$ cat config.mk
export PLATFORM = sky130hd
export DESIGN_NAME = hazard_ctrl
export DESIGN_NICKNAME = d
export VERILOG_FILES = /design/src/rtl/hazard_ctrl.sv
export SDC_FILE = /design/constraint.sdc
export NUM_CORES = 1
export LEC_CHECK = 0
export ABC_AREA = 1
export BUFFER_PORTS_ARGS = -buffer_cell sky130_fd_sc_hd__buf_2
export CAP_MARGIN = 20
export CORE_MARGIN = 5
export CORE_UTILIZATION = 55
export CTS_BUF_LIST = sky130_fd_sc_hd__clkbuf_16
export CTS_CLUSTER_SIZE = 10
export DETAILED_ROUTE_END_ITERATION = 12
export GPL_ROUTABILITY_DRIVEN = 0
export PLACE_DENSITY = 0.9
export SLEW_MARGIN = 20
export SYNTH_ARGS = -nofsm -noshare
export SYNTH_HDL_FRONTEND = slang
export SYNTH_SLANG_ARGS = --single-unit
$ cat constraint.sdc
create_clock -name i_clk -period 2.3 [get_ports i_clk]
set_clock_uncertainty 0.1 [all_clocks]
set_input_delay 0.23 -clock i_clk [delete_from_list [all_inputs] [get_ports i_clk]]
set_output_delay 0.23 -clock i_clk [all_outputs]
set_load 0.05 [all_outputs]
$ cat src/rtl/hazard_ctrl.sv
// Pipeline hazard controller: load-use interlock, E-stage redirect flush and
// multi-cycle LSU wait-state handling with timeout, plus saturating event counters.
module hazard_ctrl #(
  parameter int MEM_TIMEOUT = 16,
  parameter int CNT_W       = 16
) (
  input  logic             i_clk,
  input  logic             i_rst,
  input  logic [4:0]       rs1_addr_D,
  input  logic [4:0]       rs2_addr_D,
  input  logic             rs1_used_D,
  input  logic             rs2_used_D,
  input  logic [4:0]       rd_addr_E,
  input  logic             rd_wren_E,
  input  logic             is_load_E,
  input  logic             redirect_E,
  input  logic             mem_access_M,
  input  logic             mem_ack_M,
  output logic             stall_F,
  output logic             stall_D,
  output logic             stall_E,
  output logic             stall_M,
  output logic             flush_D,
  output logic             flush_E,
  output logic             mem_err,
  output logic [CNT_W-1:0] cnt_load_use,
  output logic [CNT_W-1:0] cnt_redirect,
  output logic [CNT_W-1:0] cnt_mem_wait
);

  // A zero timeout still needs a one-bit counter so the declarations stay legal.
  localparam int WC_W = (MEM_TIMEOUT < 1) ? 1 : $clog2(MEM_TIMEOUT + 1);

  typedef enum logic {
    RUN,
    MEM_WAIT
  } state_t;

  state_t          state_q, state_d;
  logic [WC_W-1:0] wait_cnt_q, wait_cnt_d;
  logic            mem_err_q, mem_err_d;

  logic rs1_hit, rs2_hit, lu_hit;
  logic timeout_hit, mem_stall;
  logic act_lu, act_redirect;
  logic [2:0] cnt_inc;
  logic [2:0][CNT_W-1:0] cnt_all;

  always_comb begin
    rs1_hit     = rs1_used_D & (rs1_addr_D == rd_addr_E);
    rs2_hit     = rs2_used_D & (rs2_addr_D == rd_addr_E);
    lu_hit      = is_load_E & rd_wren_E & (rd_addr_E != 5'd0) & (rs1_hit | rs2_hit);
    timeout_hit = (MEM_TIMEOUT != 0) && (state_q == MEM_WAIT) &&
                  (wait_cnt_q == WC_W'(MEM_TIMEOUT));
    mem_stall   = mem_access_M & ~mem_ack_M & ~timeout_hit;
  end

  // Priority resolution; reset masks every control so the pipeline drains cleanly.
  always_comb begin
    stall_F      = 1'b0;
    stall_D      = 1'b0;
    stall_E      = 1'b0;
    stall_M      = 1'b0;
    flush_D      = 1'b0;
    flush_E      = 1'b0;
    act_lu       = 1'b0;
    act_redirect = 1'b0;
    if (!i_rst) begin
      if (mem_stall) begin
        stall_F = 1'b1;
        stall_D = 1'b1;
        stall_E = 1'b1;
        stall_M = 1'b1;
      end else if (redirect_E) begin
        flush_D      = 1'b1;
        flush_E      = 1'b1;
        act_redirect = 1'b1;
      end else if (lu_hit) begin
        stall_F = 1'b1;
        stall_D = 1'b1;
        flush_E = 1'b1;
        act_lu  = 1'b1;
      end
    end
  end

  always_comb begin
    state_d    = state_q;
    wait_cnt_d = wait_cnt_q;
    mem_err_d  = mem_err_q;
    case (state_q)
      RUN: begin
        if (mem_stall) begin
          state_d    = MEM_WAIT;
          wait_cnt_d = WC_W'(1);
        end
      end
      MEM_WAIT: begin
        // A vanished access (e.g. the M instruction got killed) ends the wait quietly.
        if (mem_ack_M || !mem_access_M) begin
          state_d    = RUN;
          wait_cnt_d = '0;
        end else if (timeout_hit) begin
          state_d    = RUN;
          wait_cnt_d = '0;
          mem_err_d  = 1'b1;
        end else begin
          wait_cnt_d = wait_cnt_q + WC_W'(1);
        end
      end
      default: begin
        state_d    = RUN;
        wait_cnt_d = '0;
      end
    endcase
  end

  always_ff @(posedge i_clk) begin
    if (i_rst) begin
      state_q    <= RUN;
      wait_cnt_q <= '0;
      mem_err_q  <= 1'b0;
    end else begin
      state_q    <= state_d;
      wait_cnt_q <= wait_cnt_d;
      mem_err_q  <= mem_err_d;
    end
  end

  assign cnt_inc = {mem_stall & ~i_rst, act_redirect, act_lu};

  genvar gi;
  generate
    for (gi = 0; gi < 3; gi++) begin : g_cnt
      logic [CNT_W-1:0] cnt_q, cnt_d;

      always_comb begin
        cnt_d = cnt_q;
        if (cnt_inc[gi] && (cnt_q != {CNT_W{1'b1}})) begin
          cnt_d = cnt_q + CNT_W'(1);
        end
      end

      always_ff @(posedge i_clk) begin
        if (i_rst) begin
          cnt_q <= '0;
        end else begin
          cnt_q <= cnt_d;
        end
      end

      assign cnt_all[gi] = cnt_q;
    end
  endgenerate

  assign cnt_load_use = cnt_all[0];
  assign cnt_redirect = cnt_all[1];
  assign cnt_mem_wait = cnt_all[2];
  assign mem_err      = mem_err_q;

endmodule

==> results.toml, run 1 <==
[synthesis]
synth_edf_count = 0
yosys.area.top_type = "dfxtp_1"
ys.flop_type = "dfxtp_1"
synth_top_cell_area_share_pct = 31.71
async_flop_share_pct = 0
yosys-top-cells-count = "nand2_1 (124), nor2_1 (71), inv_1 (68)"
ys_ff_latch = 55
synthTopCellsByArea = "dfxtp_1 (32%), nand2_1 (13%), nor2_1 (7.7%)"
synth_fp_nets = 557
yosys_warnings = 0
synth.distinct_cells = 40
synth_most_common_cell = "nand2_1"
avgSynthCellArea_sq_um = 6.576
synthCells = 528
yosysSeqAreaShare_pct = 31.71
synth_area_sq_um = 3472

[global_routing]
gr-usage-all-layers_pct = 21.39
grt_pass1_vias = 3282
grt_pass1_wl_mm = 14.08
overflow = 0
antenna_found_initial = 0
grt_max_degree = 22

[clocking]
cts_sinks = 55
clkLatencyLatePin_ns = 0.28
ctsHtreeMaxLevel = 2
clockRootBuffer = "clkbuf_16"
cts_buffers = 5
tritoncts = "yes"
clkSlewWorstSetupHoldPaths_ns = 0.07
postCtsSetupRepairBufs = 0
clockBufferDepth = 2
cts-resized-gates = 0
ctsHoldBuffers = 0

[timing]
maxSlewViolCount = 0
timing.final.hold_violations = 0
whs_ns = 0.1587
rsz0062_at_grt = "no"
final.period_utilization_pct = 93.69
finalWorstSetupSlack_ns = 0.1451
relSlewSlack_pct = 68.24
fmaxAchievable_mhz = 464.1
setup_violations = 0
worstMarginPinSlew_ns = 0.4728
fin_setup_tns_ns = 0
period_minus_slack_ns = 2.155

[run_status]
status = "finished clean"

[cells_and_area]
final_nets = 628
areaGrowthSynthToFinish_pct = 15.06
drive_gt1_share_pct = 20.00
antenna_cells = 0
final_cells = 677

[detailed_routing]
viasPerCell = 5.275
drt-initial-drc-count = 174
vias = 3571
wl_mm = 8.308
drt_first_pass_iters = 5
drc = 0
wire_per_inst_um = 12.27
drtAntennaViolNets = 0

[pwr]
vdd_drop_max_v = 0.0002693
p_leak_uw = 0.001861
power_density_nw_per_um2 = 469.2

[critical_path]
crit_fanout = 14
path_delay_family = "simple AND/OR/NAND/NOR gates"
cp_slowest_cell = "dfxtp_1"
cp_cell_sequence = "inv_1 > ha_1 > nand4_2 > nand2_4 > inv_4 > nor2_8 > nand2_4 > nand2_1 > buf_2"
path_class = "flop to output port"
cp_num_buf_inv = 3
cp.required_ns = 1.97
worstPathArrival_ns = 1.82
max_stage_delay_ns = 0.32
start_kind = "flop"
worst_setup_path_end_kind = "output port"
cpMostUsedCell = "nand2_4"

[placement]
dp_hpwl_mm = 6.519
pre_cts_slack_ns = 0.2889
portBuffers = 78
dp_cells = 669

[floorplan]
initial_utilization_pct = 55.63
ios = 79
coreArea_sq_um = 6241
die_h_um = 89.46
die_width_um = 89.46
die-area_sq_um = 8002
rows = 29

[flow_run]
maxCapViolations = 0

[hold_path]
hold_class = "input port to flop"
## placed cells by master, fill, tap and decap left out, drive strengths merged, types with 2 or more instances in the layout
| cell type | n |
|---|---|
| a21oi | 44 |
| buf | 80 |
| clkbuf | 5 |
| dfxtp | 55 |
| ha | 5 |
| inv | 73 |
| nand2 | 130 |
| nand3 | 48 |
| nand3b | 2 |
| nand4 | 11 |
| nor2 | 80 |
| nor3 | 18 |
| nor4 | 3 |
| o21ai | 25 |
| xnor2 | 9 |
| xor2 | 6 |
## report_power, final
group          total (uW)  internal [uW]  switching [uW]
Clock                 735            398             336
Sequential            965            957            7.24
Combinational         175           51.5             124
## worst paths after layout
kind	startpoint	to	slack [ns]	cells past startpoint
min	mem_ack_M	mem_err	0.16	4
max reg2reg	wait_cnt_q[0]	cnt_redirect[1]	0.26	11
max	wait_cnt_q[0]	flush_E	0.15	9
min reg2reg	mem_err	mem_err	0.39	2
## worst min-delay path, cell delays in order
cell and delay (ns):
buf_2 0.10, nor4_1 0.05, nor2_1 0.08, nor2_1 0.04
## flip-flops by register name, indices dropped and copies added (netlist names)
name	flops
cnt_mem_wait	16
wait_cnt_q	5
cnt_redirect	16
state_q	1
mem_err	1
cnt_load_use	16
## final cells by class
cell class                      instances  area [sq um]
Timing Repair Buffer                   80         405.4
Sequential cell                        55          1101
Tap cell                               77         96.34
Clock inverter                          3         16.27
Fill cell                             547          2246
Clock buffer                            5         125.1
Inverter                               72         272.8
Multi-Input combinational cell        385          1978
## cell families (layout without fill, tap and decap cells)
family | Yosys count | count (layout) | share of synthesized area, %
xor gates and xnor gates | 15 | 15 | 3.784
and+or+nand+nor | 294 | 294 | 40.61
DFF | 55 | 55 | 31.71
buffers and inverters | 88 | 160 | 11.32
adders and majority gates | 5 | 5 | 1.802
AOI/OAI and AO/OA | 71 | 71 | 10.78
## metrics by stage
step,utilization (%),cell area (sq um),total power (uW)
after global placement,61.75,3854,1155
after CTS,64.01,3995,1890
after detailed placement,61.75,3854,1161
final,64.01,3995,1875
after floorplan,-,3472,1115
after global routing,64.01,3995,1957
## layer usage
layer | track usage [%] | share of wire, %
met1 | 25.45 | 42
met4 | 5.954 | 1.5
met2 | 40.05 | 52
met3 | 2.581 | 4.7
met5 | 0 | 0
No activity file was read; power rests on OpenSTA's default activity.
==> run 2: changes to the inputs <==
--- a/config.mk
+++ b/config.mk
@@ -6,15 +6,15 @@
 export NUM_CORES = 1
 export LEC_CHECK = 0
 export ABC_AREA = 1
-export BUFFER_PORTS_ARGS = -buffer_cell sky130_fd_sc_hd__buf_2
+export BUFFER_PORTS_ARGS = -buffer_cell sky130_fd_sc_hd__clkbuf_2
 export CAP_MARGIN = 20
 export CORE_MARGIN = 5
-export CORE_UTILIZATION = 55
+export CORE_UTILIZATION = 35
 export CTS_BUF_LIST = sky130_fd_sc_hd__clkbuf_16
 export CTS_CLUSTER_SIZE = 10
 export DETAILED_ROUTE_END_ITERATION = 12
 export GPL_ROUTABILITY_DRIVEN = 0
-export PLACE_DENSITY = 0.9
+export PLACE_DENSITY = 0.65
 export SLEW_MARGIN = 20
 export SYNTH_ARGS = -nofsm -noshare
 export SYNTH_HDL_FRONTEND = slang
==> run 2 against run 1 <==
Compared with the run above:
- combinational power grew 2%
- critical path depth unchanged
- wire length rose by 3.0%
- global-route usage down 7.3 points
- sequential cell count stayed put
- sequential share of layout area decreased by 0.72 points
- clock power is 15% higher
- register-to-register slack is essentially flat
- largest cell class unchanged
- largest power group unchanged
==> results.toml, run 2 (synthesis gave the netlist of run 1 again) <==
[global_routing]
grt_max_degree = 22
antenna_found_initial = 0
overflow = 0
grt_pass1_vias = 3060
gr-usage-all-layers_pct = 14.09
grt_pass1_wl_mm = 13.92

[clocking]
clockRootBuffer = "clkbuf_16"
ctsHtreeMaxLevel = 2
cts-resized-gates = 0
clkLatencyLatePin_ns = 0.28
clockBufferDepth = 2
postCtsSetupRepairBufs = 0
tritoncts = "yes"
cts_sinks = 55
ctsHoldBuffers = 0
clkSlewWorstSetupHoldPaths_ns = 0.07
cts_buffers = 5

[floorplan]
rows = 36
coreArea_sq_um = 9729
die_width_um = 109.6
die_h_um = 109.6
die-area_sq_um = 12010
initial_utilization_pct = 35.69
ios = 79

[pwr]
vdd_drop_max_v = 0.0003390
p_leak_uw = 0.001827
power_density_nw_per_um2 = 485.2

[cells_and_area]
final_nets = 630
areaGrowthSynthToFinish_pct = 18.16
final_common_cell = "nand2_1"
nFillCells = 1049
antenna_cells = 0
final_cell_mix = "nand2_1 (124), clkbuf_2 (77), nor2_1 (71)"
drive_gt1_share_pct = 20.30
finish.utilization_pct = 42.17

[timing]
maxSlewViolCount = 0
relSlewSlack_pct = 65.70
worstMarginPinSlew_ns = 0.5145
fin_setup_tns_ns = 0
period_minus_slack_ns = 2.170
rsz0062_at_grt = "no"
setup_violations = 0
whs_ns = 0.1579
timing.final.hold_violations = 0
fmaxAchievable_mhz = 460.9
final.period_utilization_pct = 94.33

[hold_path]
holdPathStages = 4
whs_endpoint = "mem_err"
hold_class = "input port to flop"
worstHoldStart = "mem_ack_M"

[detailed_routing]
wire_per_inst_um = 11.66
viasPerCell = 4.714
vias = 3460
drt-initial-drc-count = 131
drt_first_pass_iters = 4
drc = 0
drtAntennaViolNets = 0
wl_mm = 8.559

[placement]
portBuffers = 78
dp_hpwl_mm = 6.677

[critical_path]
path_class = "flop to output port"
cp_slowest_cell = "dfxtp_1"
worst_setup_path_end_kind = "output port"
r2r-end = "cnt_redirect[2]"
timing.rr.start = "cnt_redirect[0]"
cp_cell_sequence = "inv_1 > ha_1 > nand4_2 > nand2_4 > inv_4 > nor2_8 > nand2_4 > nand2_1 > clkbuf_4"
rrSetupSlack_ns = 0.27
path_delay_family = "simple AND/OR/NAND/NOR gates"
r2r_cells = 8
cp_num_buf_inv = 3
cp.required_ns = 1.97
start_kind = "flop"
crit_fanout = 15
worstPathArrival_ns = 1.84
max_stage_delay_ns = 0.33
cpMostUsedCell = "nand2_4"

[flow_run]
maxCapViolations = 0

[run_status]
status = "finished clean"
-- run 2: metal layers --
metal | track usage, % | up-vias | share of wire (%)
met5 | 0 | - | 0
met4 | 3.028 | 0 | 0.56
met3 | 2.584 | 4 | 3.8
li1 | - | 1842 | -
met2 | 24.50 | 61 | 49
met1 | 18.13 | 1553 | 47
-- run 2: how the worst max path moves through the flow --
stage                  start         endpoint  slack (ns)  cells past startpoint
2_1_floorplan  wait_cnt_q[0]          stall_F        0.08                      6
3_3_place_gp   wait_cnt_q[0]  cnt_redirect[1]        0.34                     11
3_5_place_dp   wait_cnt_q[0]  cnt_redirect[1]        0.26                     11
4_1_cts        wait_cnt_q[0]          flush_E        0.09                      9
5_1_grt        wait_cnt_q[0]          flush_D        0.02                      9
6_report       wait_cnt_q[0]          flush_E        0.13                      9
-- run 2: area by class of cell --
class	instances	area, sq um	share of cell area [%]
timing repair buffer	81	415.4	10.13
clock buffer	5	125.1	3.050
sequential	55	1101	26.84
clock inverter	2	37.54	0.9149
multi-input combinational	386	1984	48.37
inverter	72	272.8	6.648
tap	133	166.4	4.056
-- run 2: power by group --
part           total, uW  internal, uW  switching, uW
clock                847           508            339
sequential           964           957           7.09
combinational        179          53.4            126
total               1990          1520            472
-- run 2: worst register-to-register path, stage by stage, from the launching register on --
cell     delay (ns)
dfxtp_1        0.44
ha_1           0.28
inv_1          0.09
nor3_4         0.18
nand2_2        0.12
nor2_4         0.31
nor2_2         0.18
a21oi_1        0.18
nor2_1         0.06
-- run 2: per-stage QoR --
stage	std cells	setup slack, ns	instance area (sq um)	power (uW)
after detailed placement	726	0.2577	3931	1164
after global routing	734	0.02238	4103	2076
after CTS	733	0.08858	4094	2021
final	734	0.1303	4103	1990
after global placement	726	0.3393	3931	1160
after floorplan	528	0.07967	3472	1115
